## config.mk

```make
export PLATFORM = sky130hd
export DESIGN_NAME = pipeline_hazard_ctrl_flat
export DESIGN_NICKNAME = d
export VERILOG_FILES = /design/src/rtl/riscv_pkg.sv /design/src/rtl/pipeline_hazard_ctrl_if.sv /design/src/rtl/sat_counter.sv /design/src/rtl/pipeline_hazard_ctrl.sv /design/src/flat_wrapper.sv
export SDC_FILE = /design/constraint.sdc
export NUM_CORES = 1
export LEC_CHECK = 0
export ABC_CLOCK_PERIOD_IN_PS = 3400
export BUFFER_PORTS_ARGS = -buffer_cell sky130_fd_sc_hd__clkbuf_2
export CORE_UTILIZATION = 55
export CTS_CLUSTER_DIAMETER = 40
export DETAILED_ROUTE_END_ITERATION = 6
export PLACE_DENSITY_LB_ADDON = 0.12
export SYNTH_ARGS = -nofsm -noshare
export SYNTH_HDL_FRONTEND = slang
export SYNTH_HIERARCHICAL = 1
export SYNTH_SLANG_ARGS = --single-unit
```

## constraint.sdc

```tcl
create_clock -name clk -period 3.4 [get_ports clk]
set_clock_uncertainty 0.2 [all_clocks]
set_input_delay 0.51 -clock clk [delete_from_list [all_inputs] [get_ports clk]]
set_output_delay 0.51 -clock clk [all_outputs]
set_load 0.01 [all_outputs]
```

## src/rtl/riscv_pkg.sv

```systemverilog
// Shared definitions for the 5-stage RISC-V core's hazard/pipeline control.
// Contents:
//   DEF_REG_ADDR_W / DEF_COUNT_W - default register-address and counter widths
//   fwd_sel_e                    - E-operand forwarding select encodings
//   stage_flags_t                - per-stage shadow flags (valid, reg_we, is_load)
//   writer_live()                - whether a stage holds a register writer that matters
package riscv_pkg;

   localparam int DEF_REG_ADDR_W = 5;
   localparam int DEF_COUNT_W    = 16;

   typedef enum logic [1:0] {
      FWD_RF = 2'b00,   // operand from register file
      FWD_W  = 2'b01,   // operand from W-stage result
      FWD_M  = 2'b10    // operand from M-stage ALU result
   } fwd_sel_e;

   typedef struct packed {
      logic valid;
      logic reg_we;
      logic is_load;
   } stage_flags_t;

   // x0 is hardwired to zero, so a write to it can never feed a reader.
   function automatic logic writer_live(input stage_flags_t flags, input logic rd_nonzero);
      return flags.valid & flags.reg_we & rd_nonzero;
   endfunction

endpackage

```

## src/rtl/pipeline_hazard_ctrl_if.sv

```systemverilog
// Bus between the core datapath and the hazard controller.
// Decode-side signals (dec_*, ex_branch_taken) flow core -> controller;
// stall/flush/pc_src/forward selects, stage valids and counters flow back.
// Modports:
//   master - core datapath side (drives decode info, consumes controls)
//   slave  - hazard controller side
// REG_ADDR_W and COUNT_W must match the controller instance's parameters.
interface pipeline_hazard_ctrl_if
   import riscv_pkg::*;
#(
   parameter int REG_ADDR_W = DEF_REG_ADDR_W,
   parameter int COUNT_W    = DEF_COUNT_W
) ();

   logic                  dec_valid;
   logic [REG_ADDR_W-1:0] dec_rs1;
   logic [REG_ADDR_W-1:0] dec_rs2;
   logic                  dec_use_rs1;
   logic                  dec_use_rs2;
   logic [REG_ADDR_W-1:0] dec_rd;
   logic                  dec_reg_we;
   logic                  dec_is_load;
   logic                  ex_branch_taken;

   logic                  stall_F;
   logic                  stall_D;
   logic                  flush_D;
   logic                  flush_E;
   logic                  pc_src;
   logic [1:0]            fwd_a_sel;
   logic [1:0]            fwd_b_sel;
   logic                  valid_E;
   logic                  valid_M;
   logic                  valid_W;
   logic [COUNT_W-1:0]    stall_count;
   logic [COUNT_W-1:0]    flush_count;

   modport master (
      output dec_valid, dec_rs1, dec_rs2, dec_use_rs1, dec_use_rs2,
             dec_rd, dec_reg_we, dec_is_load, ex_branch_taken,
      input  stall_F, stall_D, flush_D, flush_E, pc_src,
             fwd_a_sel, fwd_b_sel, valid_E, valid_M, valid_W,
             stall_count, flush_count
   );

   modport slave (
      input  dec_valid, dec_rs1, dec_rs2, dec_use_rs1, dec_use_rs2,
             dec_rd, dec_reg_we, dec_is_load, ex_branch_taken,
      output stall_F, stall_D, flush_D, flush_E, pc_src,
             fwd_a_sel, fwd_b_sel, valid_E, valid_M, valid_W,
             stall_count, flush_count
   );

endinterface

```

## src/rtl/sat_counter.sv

```systemverilog
// Saturating event counter: counts clock cycles with inc=1, sticks at all-ones.
// Ports:
//   clk   - clock
//   rst   - asynchronous active-low reset (clears count)
//   inc   - count this cycle
//   count - current value
module sat_counter #(
   parameter int COUNT_W = 16
) (
   input  logic               clk,
   input  logic               rst,
   input  logic               inc,
   output logic [COUNT_W-1:0] count
);

   logic [COUNT_W-1:0] count_reg;

   always_ff @(posedge clk or negedge rst) begin
      if (!rst) begin
         count_reg <= '0;
      end else if (inc && (count_reg != '1)) begin
         count_reg <= count_reg + COUNT_W'(1);
      end
   end

   assign count = count_reg;

endmodule

```

## src/rtl/pipeline_hazard_ctrl.sv

```systemverilog
// Hazard and pipeline control for the F/D/E/M/W core.
// Shadows each in-flight instruction's destination/class through E, M, W and
// derives stalls, flushes, E-operand forwarding selects and the branch PC select,
// plus saturating stall/flush performance counters.
// Ports:
//   clk - core clock, rising edge
//   rst - asynchronous active-low reset
//   bus - pipeline_hazard_ctrl_if.slave (decode info in, controls/valids/counters out)
// Parameters:
//   REG_ADDR_W - register address width
//   FWD_EN     - 1: forward from M/W, stall only on load-use; 0: interlock until writer leaves W
//   COUNT_W    - performance counter width
module pipeline_hazard_ctrl
   import riscv_pkg::*;
#(
   parameter int REG_ADDR_W = DEF_REG_ADDR_W,
   parameter bit FWD_EN     = 1'b1,
   parameter int COUNT_W    = DEF_COUNT_W
) (
   input  logic                 clk,
   input  logic                 rst,
   pipeline_hazard_ctrl_if.slave bus
);

   typedef struct packed {
      stage_flags_t          flags;
      logic [REG_ADDR_W-1:0] rd;
   } stage_t;

   localparam int ST_E = 0;
   localparam int ST_M = 1;
   localparam int ST_W = 2;

   stage_t                shd_reg  [3];
   logic [REG_ADDR_W-1:0] e_rs_reg [2];
   logic [1:0]            e_use_reg;

   logic [REG_ADDR_W-1:0] dec_rs [2];
   logic [1:0]            dec_use;
   logic [2:0]            live;
   logic [2:0]            match;
   logic                  hazard;
   logic                  branch;
   logic                  stall;
   logic                  flush_e;
   fwd_sel_e              fwd_sel [2];
   logic [COUNT_W-1:0]    stall_cnt;
   logic [COUNT_W-1:0]    flush_cnt;

   assign dec_rs[0] = bus.dec_rs1;
   assign dec_rs[1] = bus.dec_rs2;
   assign dec_use   = {bus.dec_use_rs2, bus.dec_use_rs1};

   // Per shadow stage: does it hold a live writer, and does D read that register?
   // An invalid D slot never matches.
   generate
      for (genvar gi = 0; gi < 3; gi++) begin : g_stage
         assign live[gi]  = writer_live(shd_reg[gi].flags, shd_reg[gi].rd != '0);
         assign match[gi] = bus.dec_valid & live[gi] &
                            ((dec_use[0] & (dec_rs[0] == shd_reg[gi].rd)) |
                             (dec_use[1] & (dec_rs[1] == shd_reg[gi].rd)));
      end
   endgenerate

   // With forwarding only a load still in E cannot supply its result in time;
   // without it any pending writer blocks D until it has left W.
   assign hazard  = FWD_EN ? (match[ST_E] & shd_reg[ST_E].flags.is_load) : (|match);

   // A taken branch squashes D and E, so any stall for the squashed D is moot.
   assign branch  = bus.ex_branch_taken & shd_reg[ST_E].flags.valid;
   assign stall   = hazard & ~branch;
   assign flush_e = hazard | branch;

   // Forward selects for the instruction now in E. M is younger than W, so it
   // wins; a load in M has no result yet (that case was stalled one cycle earlier).
   generate
      for (genvar gi = 0; gi < 2; gi++) begin : g_fwd
         logic m_hit;
         logic w_hit;
         assign m_hit = live[ST_M] & ~shd_reg[ST_M].flags.is_load &
                        (shd_reg[ST_M].rd == e_rs_reg[gi]);
         assign w_hit = live[ST_W] & (shd_reg[ST_W].rd == e_rs_reg[gi]);
         assign fwd_sel[gi] = (!FWD_EN || !shd_reg[ST_E].flags.valid || !e_use_reg[gi]) ? FWD_RF :
                              m_hit ? FWD_M :
                              w_hit ? FWD_W : FWD_RF;
      end
   endgenerate

   // Shadow pipeline: W<-M, M<-E, E<-D or a bubble when E is flushed.
   always_ff @(posedge clk or negedge rst) begin
      if (!rst) begin
         for (int i = 0; i < 3; i++) begin
            shd_reg[i] <= '0;
         end
         e_rs_reg[0] <= '0;
         e_rs_reg[1] <= '0;
         e_use_reg   <= '0;
      end else begin
         shd_reg[ST_W] <= shd_reg[ST_M];
         shd_reg[ST_M] <= shd_reg[ST_E];
         if (flush_e) begin
            shd_reg[ST_E] <= '0;
            e_rs_reg[0]   <= '0;
            e_rs_reg[1]   <= '0;
            e_use_reg     <= '0;
         end else begin
            shd_reg[ST_E] <= '{flags: '{valid:   bus.dec_valid,
                                        reg_we:  bus.dec_reg_we,
                                        is_load: bus.dec_is_load},
                               rd:    bus.dec_rd};
            e_rs_reg[0]   <= bus.dec_rs1;
            e_rs_reg[1]   <= bus.dec_rs2;
            e_use_reg     <= dec_use;
         end
      end
   end

   sat_counter #(.COUNT_W(COUNT_W)) u_stall_cnt (
      .clk   (clk),
      .rst   (rst),
      .inc   (stall),
      .count (stall_cnt)
   );

   sat_counter #(.COUNT_W(COUNT_W)) u_flush_cnt (
      .clk   (clk),
      .rst   (rst),
      .inc   (branch),
      .count (flush_cnt)
   );

   assign bus.stall_F     = stall;
   assign bus.stall_D     = stall;
   assign bus.flush_D     = branch;
   assign bus.flush_E     = flush_e;
   assign bus.pc_src      = branch;
   assign bus.fwd_a_sel   = fwd_sel[0];
   assign bus.fwd_b_sel   = fwd_sel[1];
   assign bus.valid_E     = shd_reg[ST_E].flags.valid;
   assign bus.valid_M     = shd_reg[ST_M].flags.valid;
   assign bus.valid_W     = shd_reg[ST_W].flags.valid;
   assign bus.stall_count = stall_cnt;
   assign bus.flush_count = flush_cnt;

endmodule
```

## src/flat_wrapper.sv

```systemverilog
// flat-port wrapper written by rule: the top's interface ports become plain ports
module pipeline_hazard_ctrl_flat import riscv_pkg::*;
#(
   parameter int REG_ADDR_W = DEF_REG_ADDR_W,
   parameter bit FWD_EN     = 1'b1,
   parameter int COUNT_W    = DEF_COUNT_W
)
  (clk, rst, bus_dec_valid, bus_dec_rs1, bus_dec_rs2, bus_dec_use_rs1, bus_dec_use_rs2, bus_dec_rd, bus_dec_reg_we, bus_dec_is_load, bus_ex_branch_taken, bus_stall_F, bus_stall_D, bus_flush_D, bus_flush_E, bus_pc_src, bus_fwd_a_sel, bus_fwd_b_sel, bus_valid_E, bus_valid_M, bus_valid_W, bus_stall_count, bus_flush_count);
  pipeline_hazard_ctrl_if #(.REG_ADDR_W(REG_ADDR_W), .COUNT_W(COUNT_W)) bus_i ();
  input  logic clk;
  input  logic rst;
  input wire logic [$bits(bus_i.dec_valid)-1:0] bus_dec_valid;
  input wire logic [$bits(bus_i.dec_rs1)-1:0] bus_dec_rs1;
  input wire logic [$bits(bus_i.dec_rs2)-1:0] bus_dec_rs2;
  input wire logic [$bits(bus_i.dec_use_rs1)-1:0] bus_dec_use_rs1;
  input wire logic [$bits(bus_i.dec_use_rs2)-1:0] bus_dec_use_rs2;
  input wire logic [$bits(bus_i.dec_rd)-1:0] bus_dec_rd;
  input wire logic [$bits(bus_i.dec_reg_we)-1:0] bus_dec_reg_we;
  input wire logic [$bits(bus_i.dec_is_load)-1:0] bus_dec_is_load;
  input wire logic [$bits(bus_i.ex_branch_taken)-1:0] bus_ex_branch_taken;
  output wire logic [$bits(bus_i.stall_F)-1:0] bus_stall_F;
  output wire logic [$bits(bus_i.stall_D)-1:0] bus_stall_D;
  output wire logic [$bits(bus_i.flush_D)-1:0] bus_flush_D;
  output wire logic [$bits(bus_i.flush_E)-1:0] bus_flush_E;
  output wire logic [$bits(bus_i.pc_src)-1:0] bus_pc_src;
  output wire logic [$bits(bus_i.fwd_a_sel)-1:0] bus_fwd_a_sel;
  output wire logic [$bits(bus_i.fwd_b_sel)-1:0] bus_fwd_b_sel;
  output wire logic [$bits(bus_i.valid_E)-1:0] bus_valid_E;
  output wire logic [$bits(bus_i.valid_M)-1:0] bus_valid_M;
  output wire logic [$bits(bus_i.valid_W)-1:0] bus_valid_W;
  output wire logic [$bits(bus_i.stall_count)-1:0] bus_stall_count;
  output wire logic [$bits(bus_i.flush_count)-1:0] bus_flush_count;
  assign bus_i.dec_valid = bus_dec_valid;
  assign bus_i.dec_rs1 = bus_dec_rs1;
  assign bus_i.dec_rs2 = bus_dec_rs2;
  assign bus_i.dec_use_rs1 = bus_dec_use_rs1;
  assign bus_i.dec_use_rs2 = bus_dec_use_rs2;
  assign bus_i.dec_rd = bus_dec_rd;
  assign bus_i.dec_reg_we = bus_dec_reg_we;
  assign bus_i.dec_is_load = bus_dec_is_load;
  assign bus_i.ex_branch_taken = bus_ex_branch_taken;
  assign bus_stall_F = bus_i.stall_F;
  assign bus_stall_D = bus_i.stall_D;
  assign bus_flush_D = bus_i.flush_D;
  assign bus_flush_E = bus_i.flush_E;
  assign bus_pc_src = bus_i.pc_src;
  assign bus_fwd_a_sel = bus_i.fwd_a_sel;
  assign bus_fwd_b_sel = bus_i.fwd_b_sel;
  assign bus_valid_E = bus_i.valid_E;
  assign bus_valid_M = bus_i.valid_M;
  assign bus_valid_W = bus_i.valid_W;
  assign bus_stall_count = bus_i.stall_count;
  assign bus_flush_count = bus_i.flush_count;
  pipeline_hazard_ctrl #(.REG_ADDR_W(REG_ADDR_W), .FWD_EN(FWD_EN), .COUNT_W(COUNT_W)) u_core (.clk(clk), .rst(rst), .bus(bus_i));
endmodule
```

* Yosys cells after proc, flatten, opt, wreduce, memory -nomap -nowiden
Cells that the tools add are included.
** Word-level totals
- Input bits :: 23
- Word-level logic and storage cells :: 67
- Register bits after elaboration :: 67
- Output and inout bits :: 44
** Operators by class
- Equal/unequal tests :: 8
- Bitwise logic cells :: 22
- Reduce and logical (&&, ||, !) cells :: 10
- Mux-type cells :: 9
- Add/subtract/negate cells :: 2
** Operators with widths (count)
- 16-bit by 1-bit adder with 16-bit output (second input constant) :: 2
- 16-bit inequality test (second input constant) :: 2
- 5-bit == test :: 6
- 1-bit bitwise AND :: 18
- 5-bit nonzero test :: 3
- 10-bit two-way mux :: 1
- 2-bit two-way mux :: 5
- 8-bit two-way mux :: 1
- 1-bit logical NOT :: 3
- 1-bit logical AND :: 2
- 1-bit logical OR :: 2
- 1-bit two-way mux :: 2
- 1-bit NOT :: 2
- 1-bit OR :: 2

* Logic depth before layout (Yosys ltp)
- Word-level depth :: 7
- Mapped depth :: 8
- Mapped depth without buffers :: 8

* Modules after synthesis
The synthesis kept the hierarchy.
** Modules (own cells, without submodules)
- sat_counter :: times used 2, sequential area each 400.4 sq um, area an instance 859.6 sq um, cells each 72
- pipeline_hazard_ctrl :: times used 1, sequential area each 875.8 sq um, area an instance 1554.0 sq um, cells each 146

* Least setup slack after synthesis
OpenSTA, ideal clock, no wires.
- Kind :: in2reg
- Start :: input bus_dec_rs2[0]
- End :: register u_core.u_stall_cnt.count_reg[14] (netlist: u_core/u_stall_cnt/count[14])
- Stages on the path :: 8
- Data arrival time :: 2.409 ns
- Data required time :: 3.072 ns
- Path slack :: 0.663 ns
- Setup time :: 0.128 ns
- Buffers on the path :: 0
- Cell sequence :: xnor2_1 nand4_1 o22a_1 nor3_1 nand2_1 nor4_4 nand4_1 xnor2_1
** Between the ends
- Word-level cells in the longest chain between the ends :: 7
** Ends and longest elaborated chain
- start, declared :: RTL line flat_wrapper.sv:14 : input wire logic [$bits(bus_i.dec_rs2)-1:0] bus_dec_rs2;
- 5-bit == test :: RTL line pipeline_hazard_ctrl.sv:61 : (dec_use[1] & (dec_rs[1] == shd_reg[gi].rd)));
- 1-bit bitwise AND :: RTL line pipeline_hazard_ctrl.sv:61
- 1-bit OR :: RTL line pipeline_hazard_ctrl.sv:60 : ((dec_use[0] & (dec_rs[0] == shd_reg[gi].rd)) |
- 1-bit bitwise AND :: RTL line pipeline_hazard_ctrl.sv:59 : assign match[gi] = bus.dec_valid & live[gi] &
- 1-bit bitwise AND :: RTL line pipeline_hazard_ctrl.sv:67 : assign hazard = FWD_EN ? (match[ST_E] & shd_reg[ST_E].flags.is_load) : (|match);
- 1-bit bitwise AND :: RTL line pipeline_hazard_ctrl.sv:71 : assign stall = hazard & ~branch;
- net bus_stall_D :: RTL line flat_wrapper.sv:22 : output wire logic [$bits(bus_i.stall_D)-1:0] bus_stall_D;
- 1-bit logical AND :: RTL line sat_counter.sv:21 : end else if (inc && (count_reg != '1)) begin
- end signal, assigned :: RTL line sat_counter.sv:22 : count_reg <= count_reg + COUNT_W'(1);
- end, declared :: RTL line sat_counter.sv:16 : logic [COUNT_W-1:0] count_reg;
The timed path passes the listed nets, and every way through them passes these cells.
A chain may end at the register's enable or synchronous reset.

* Worst setup path in the final report
- Start :: register u_core/shd_reg[9] (netlist bit)
- End :: output bus_fwd_a_sel[0]
** Between the ends
- Word-level cells in the longest chain between the ends :: 6
- Elaborated cells between the ends (all ways) :: 7
- Those cells by class :: eq/ne (1); mux (2); bitwise (3); reduce/logical (1)
** Ends and longest elaborated chain
- start, declared :: RTL line pipeline_hazard_ctrl.sv:34 : stage_t shd_reg [3];
- start signal, assigned by index :: RTL line pipeline_hazard_ctrl.sv:99 : shd_reg[ST_W] <= shd_reg[ST_M];
- start signal, assigned by index :: RTL line pipeline_hazard_ctrl.sv:100 : shd_reg[ST_M] <= shd_reg[ST_E];
- start signal, assigned by index :: RTL line pipeline_hazard_ctrl.sv:107 : shd_reg[ST_E] <= '{flags: '{valid: bus.dec_valid,
- 5-bit nonzero test :: RTL line pipeline_hazard_ctrl.sv:58 : assign live[gi] = writer_live(shd_reg[gi].flags, shd_reg[gi].rd != '0);
- 1-bit bitwise AND :: RTL line riscv_pkg.sv:26 : return flags.valid & flags.reg_we & rd_nonzero;
- 1-bit bitwise AND :: RTL line pipeline_hazard_ctrl.sv:80 : assign m_hit = live[ST_M] & ~shd_reg[ST_M].flags.is_load &
- 1-bit bitwise AND (*) :: RTL line pipeline_hazard_ctrl.sv:80
- 2-bit two-way mux (*) :: RTL line pipeline_hazard_ctrl.sv:84 : m_hit ? FWD_M :
- 2-bit two-way mux (*) :: RTL line pipeline_hazard_ctrl.sv:83 : assign fwd_sel[gi] = (!FWD_EN || !shd_reg[ST_E].flags.valid || !e_use_reg[gi]) ? FWD_RF :
- end, declared :: RTL line flat_wrapper.sv:26 : output wire logic [$bits(bus_i.fwd_a_sel)-1:0] bus_fwd_a_sel;
Mark *: on every way between the ends. The rest lies on a longest branch, timed or not.

==> metrics.csv <==
metric,value,unit
hold_viol_final,0,
drt_first_pass_iters,4,
crit_chain,or4_1 > o2111ai_2 > nor4_2 > nor3_2 > clkbuf_2,
crit_buf_inv,1,
start_util,58.4,%
worst_path_max_delay_cell,or4_1,
synth_edf_count,0,
gp_congestion,0.883,
wl_per_cell,15.6,um
maxCapViolCount,0,
tritoncts,done,
antenna_found_initial,0,
yosysMostFrequentCell,dfrtp_1,
peakVddDrop,338,uV
cts.reportedPaths.clkPinSlew,0.07,ns
port_buffers,66,
crit_family,simple AND/OR/NAND/NOR gates,
synth_area,0.00327,mm2
worst_slew_pin_slew,0.804,ns
num-fill-cells,463,
drv_slew,0,
dieArea,0.00626,mm2
syn_avg_cell_area,11.3,um2
drcViolationCount,0,
fin_util,68.7,%
wl,6850,um
num_vias,2564,
num_rows,27,
fp.dieW,79.1,um
cts-resized-gates,0,
rsz0062_at_grt,no,
htree_levels,3,
ys_ff_latch,67,
ioPinCount,67,
synth_async_sr_flop_share,100,%
via_per_inst,5.83,
synth_warnings,6,
worst_hold_path_type,input pin to asynchronous set/reset pin,
fin_crit,2.76,ns
grt_pass1_vias,2443,
cts.path.max_buffers,2,
final.setup.tns,0,ns
status,"finished, final reports clean",
multi_input_area,0.00155,mm2
largest_reg_flops,20,
drive_gt1_share,29.1,%
crit_fanout,4,
setup_ws,0.640,ns
arrival,2.05,ns
startpoint_type,flop,
p_per_area,449,mW/mm2
synth_cells,290,
numCtsBuffers,9,
diodes,0,
place_ws,0.889,ns
cts_setup_buffers,0,
fin_crit_sh,81.2,%
setup_viol,0,
die_h,79.1,um
ys_types,37,
root_buffer,clkbuf_8,
final-seq-area,0.00168,mm2
end_kind,output port,
grtUsageTotal,24.5,%
antenna_left,0,
drt_iter0_drc,149,
grt_max_degree,68,
syn_to_final_growth,17.7,%
hold_buffers,0,
p_leak,1.83,nW
grt_pass1_wl,11800,um
syn-num-nets,315,
timing.fmax,0.362,GHz
relSlewSlack,46.4,%
ys.flop_type,dfrtp_1,
yosys-top-cells-count,"67 x dfrtp_1, 32 x nand2_1, 30 x xnor2_1, 27 x a21oi_1, 21 x nand4_1",
core_area,0.00561,mm2
crit_required,2.69,ns
critPathMaxStageDelay,0.57,ns
synth_top_area_share,51.2,%
clk_latency,0.33,ns
synth-seq-area-share,51.2,%
synth_top_cell_by_area,dfrtp_1,
ys_top_cells_by_area,"dfrtp_1 51%, xnor2_1 8.0%, a21oi_1 4.1%",
worst-setup-path-type,flop to output port,
clkSinkCount,67,
grt-ovfl-total,0,
dp_hpwl,4970,um
nNetsFinal,389,
## through the flow
step / hold WS (ns) / total power [mW] / instance area, um2 / instances
3_3_place_gp: 0.163 / 1.18 / 3690 / 425
4_1_cts: 0.157 / 1.75 / 3850 / 440
3_5_place_dp: 0.165 / 1.19 / 3690 / 425
6_report: 0.146 / 1.73 / 3850 / 440
5_1_grt: 0.165 / 1.82 / 3850 / 440
2_1_floorplan: 0.0144 / 1.08 / 3270 / 290
## metal layers
| metal | share of wire (%) | GRT usage, % | wire [um] | vias up |
|---|---|---|---|---|
| li1 | - | - | - | 1211 |
| met1 | 48 | 35.5 | 3290 | 1266 |
| met2 | 45 | 35.8 | 3080 | 72 |
| met3 | 4.6 | 4.25 | 313 | 15 |
| met4 | 2.4 | 11.6 | 165 | 0 |
| met5 | 0 | 0 | 0 | - |
## report_power, final
group / internal [mW] / switching [mW] / total, mW
Sequential: 0.858 / 0.0858 / 0.944
Clock: 0.277 / 0.277 / 0.555
Combinational: 0.104 / 0.126 / 0.230
## cells in the final DEF (no fill, tap or decap), types with 2 or more instances in the layout
master / instances
nor4_4: 4
o21a_1: 11
mux2_1: 2
and3_1: 5
a31oi_1: 6
clkbuf_2: 66
nand2_1: 32
clkbuf_8: 10
dfrtp_1: 67
clkinv_2: 3
nand4_1: 21
nand4_2: 2
a32oi_1: 2
o211ai_1: 3
o21ai_0: 3
nand3_4: 2
a21oi_1: 27
inv_1: 3
o31ai_4: 2
and4_4: 2
nand4_4: 2
nor4_1: 2
nand3_1: 12
nor3_2: 3
and4_1: 2
nor3_1: 4
buf_4: 5
nor2_1: 5
clkbuf_1: 2
xnor2_1: 30
and4b_1: 2
or4_1: 2
nor2_2: 2
xor2_1: 14
and4_2: 2
ha_1: 2
## final cells by class
cell class / count / area share [%]
flip-flops and latches: 67 / 43.5
repair buffers: 71 / 9.55
clock inverters: 3 / 0.390
inverters: 3 / 0.292
multi-input cells: 212 / 40.2
well taps: 72 / 2.34
clock buffers: 12 / 3.77
## worst paths after layout
| path | start | to | slack (ns) | cells past startpoint |
|---|---|---|---|---|
| worst min-delay path | rst | u_core/bus.valid_W | 0.15 | 2 |
| worst min register to register | u_core/shd_reg[22] | u_core/shd_reg[14] | 0.19 | 0 |
| worst max register to register | u_core/shd_reg[17] | u_core/u_stall_cnt/count[7] | 1.01 | 9 |
| min in group clk | bus_dec_rd[0] | u_core/shd_reg[16] | 0.17 | 3 |
| worst max-delay path | u_core/shd_reg[9] | bus_fwd_a_sel[0] | 0.64 | 5 |
| max in group asynchronous | rst | u_core/u_stall_cnt/count[5] | 2.33 | 2 |
## worst reg2reg max path, cell delays in order (launching register included)
cell	delay [ns]
dfrtp_1	0.44
xnor2_1	0.18
nand4_1	0.14
o22a_1	0.25
nor3_1	0.14
buf_4	0.18
and3_1	0.26
and4_2	0.28
a31oi_1	0.09
a31oi_1	0.15
## cell families after synthesis
kind of cell	synth area share, %
multiplexers	0.688
AND/OR/NAND/NOR	22.4
adder cells (fa/ha/maj)	0.764
flip-flops	51.2
XOR/XNOR	11.8
AO/OA/AOI/OAI	11.7
buffers and inverters	1.49
Note: power is estimated with default switching activity, not from simulation.
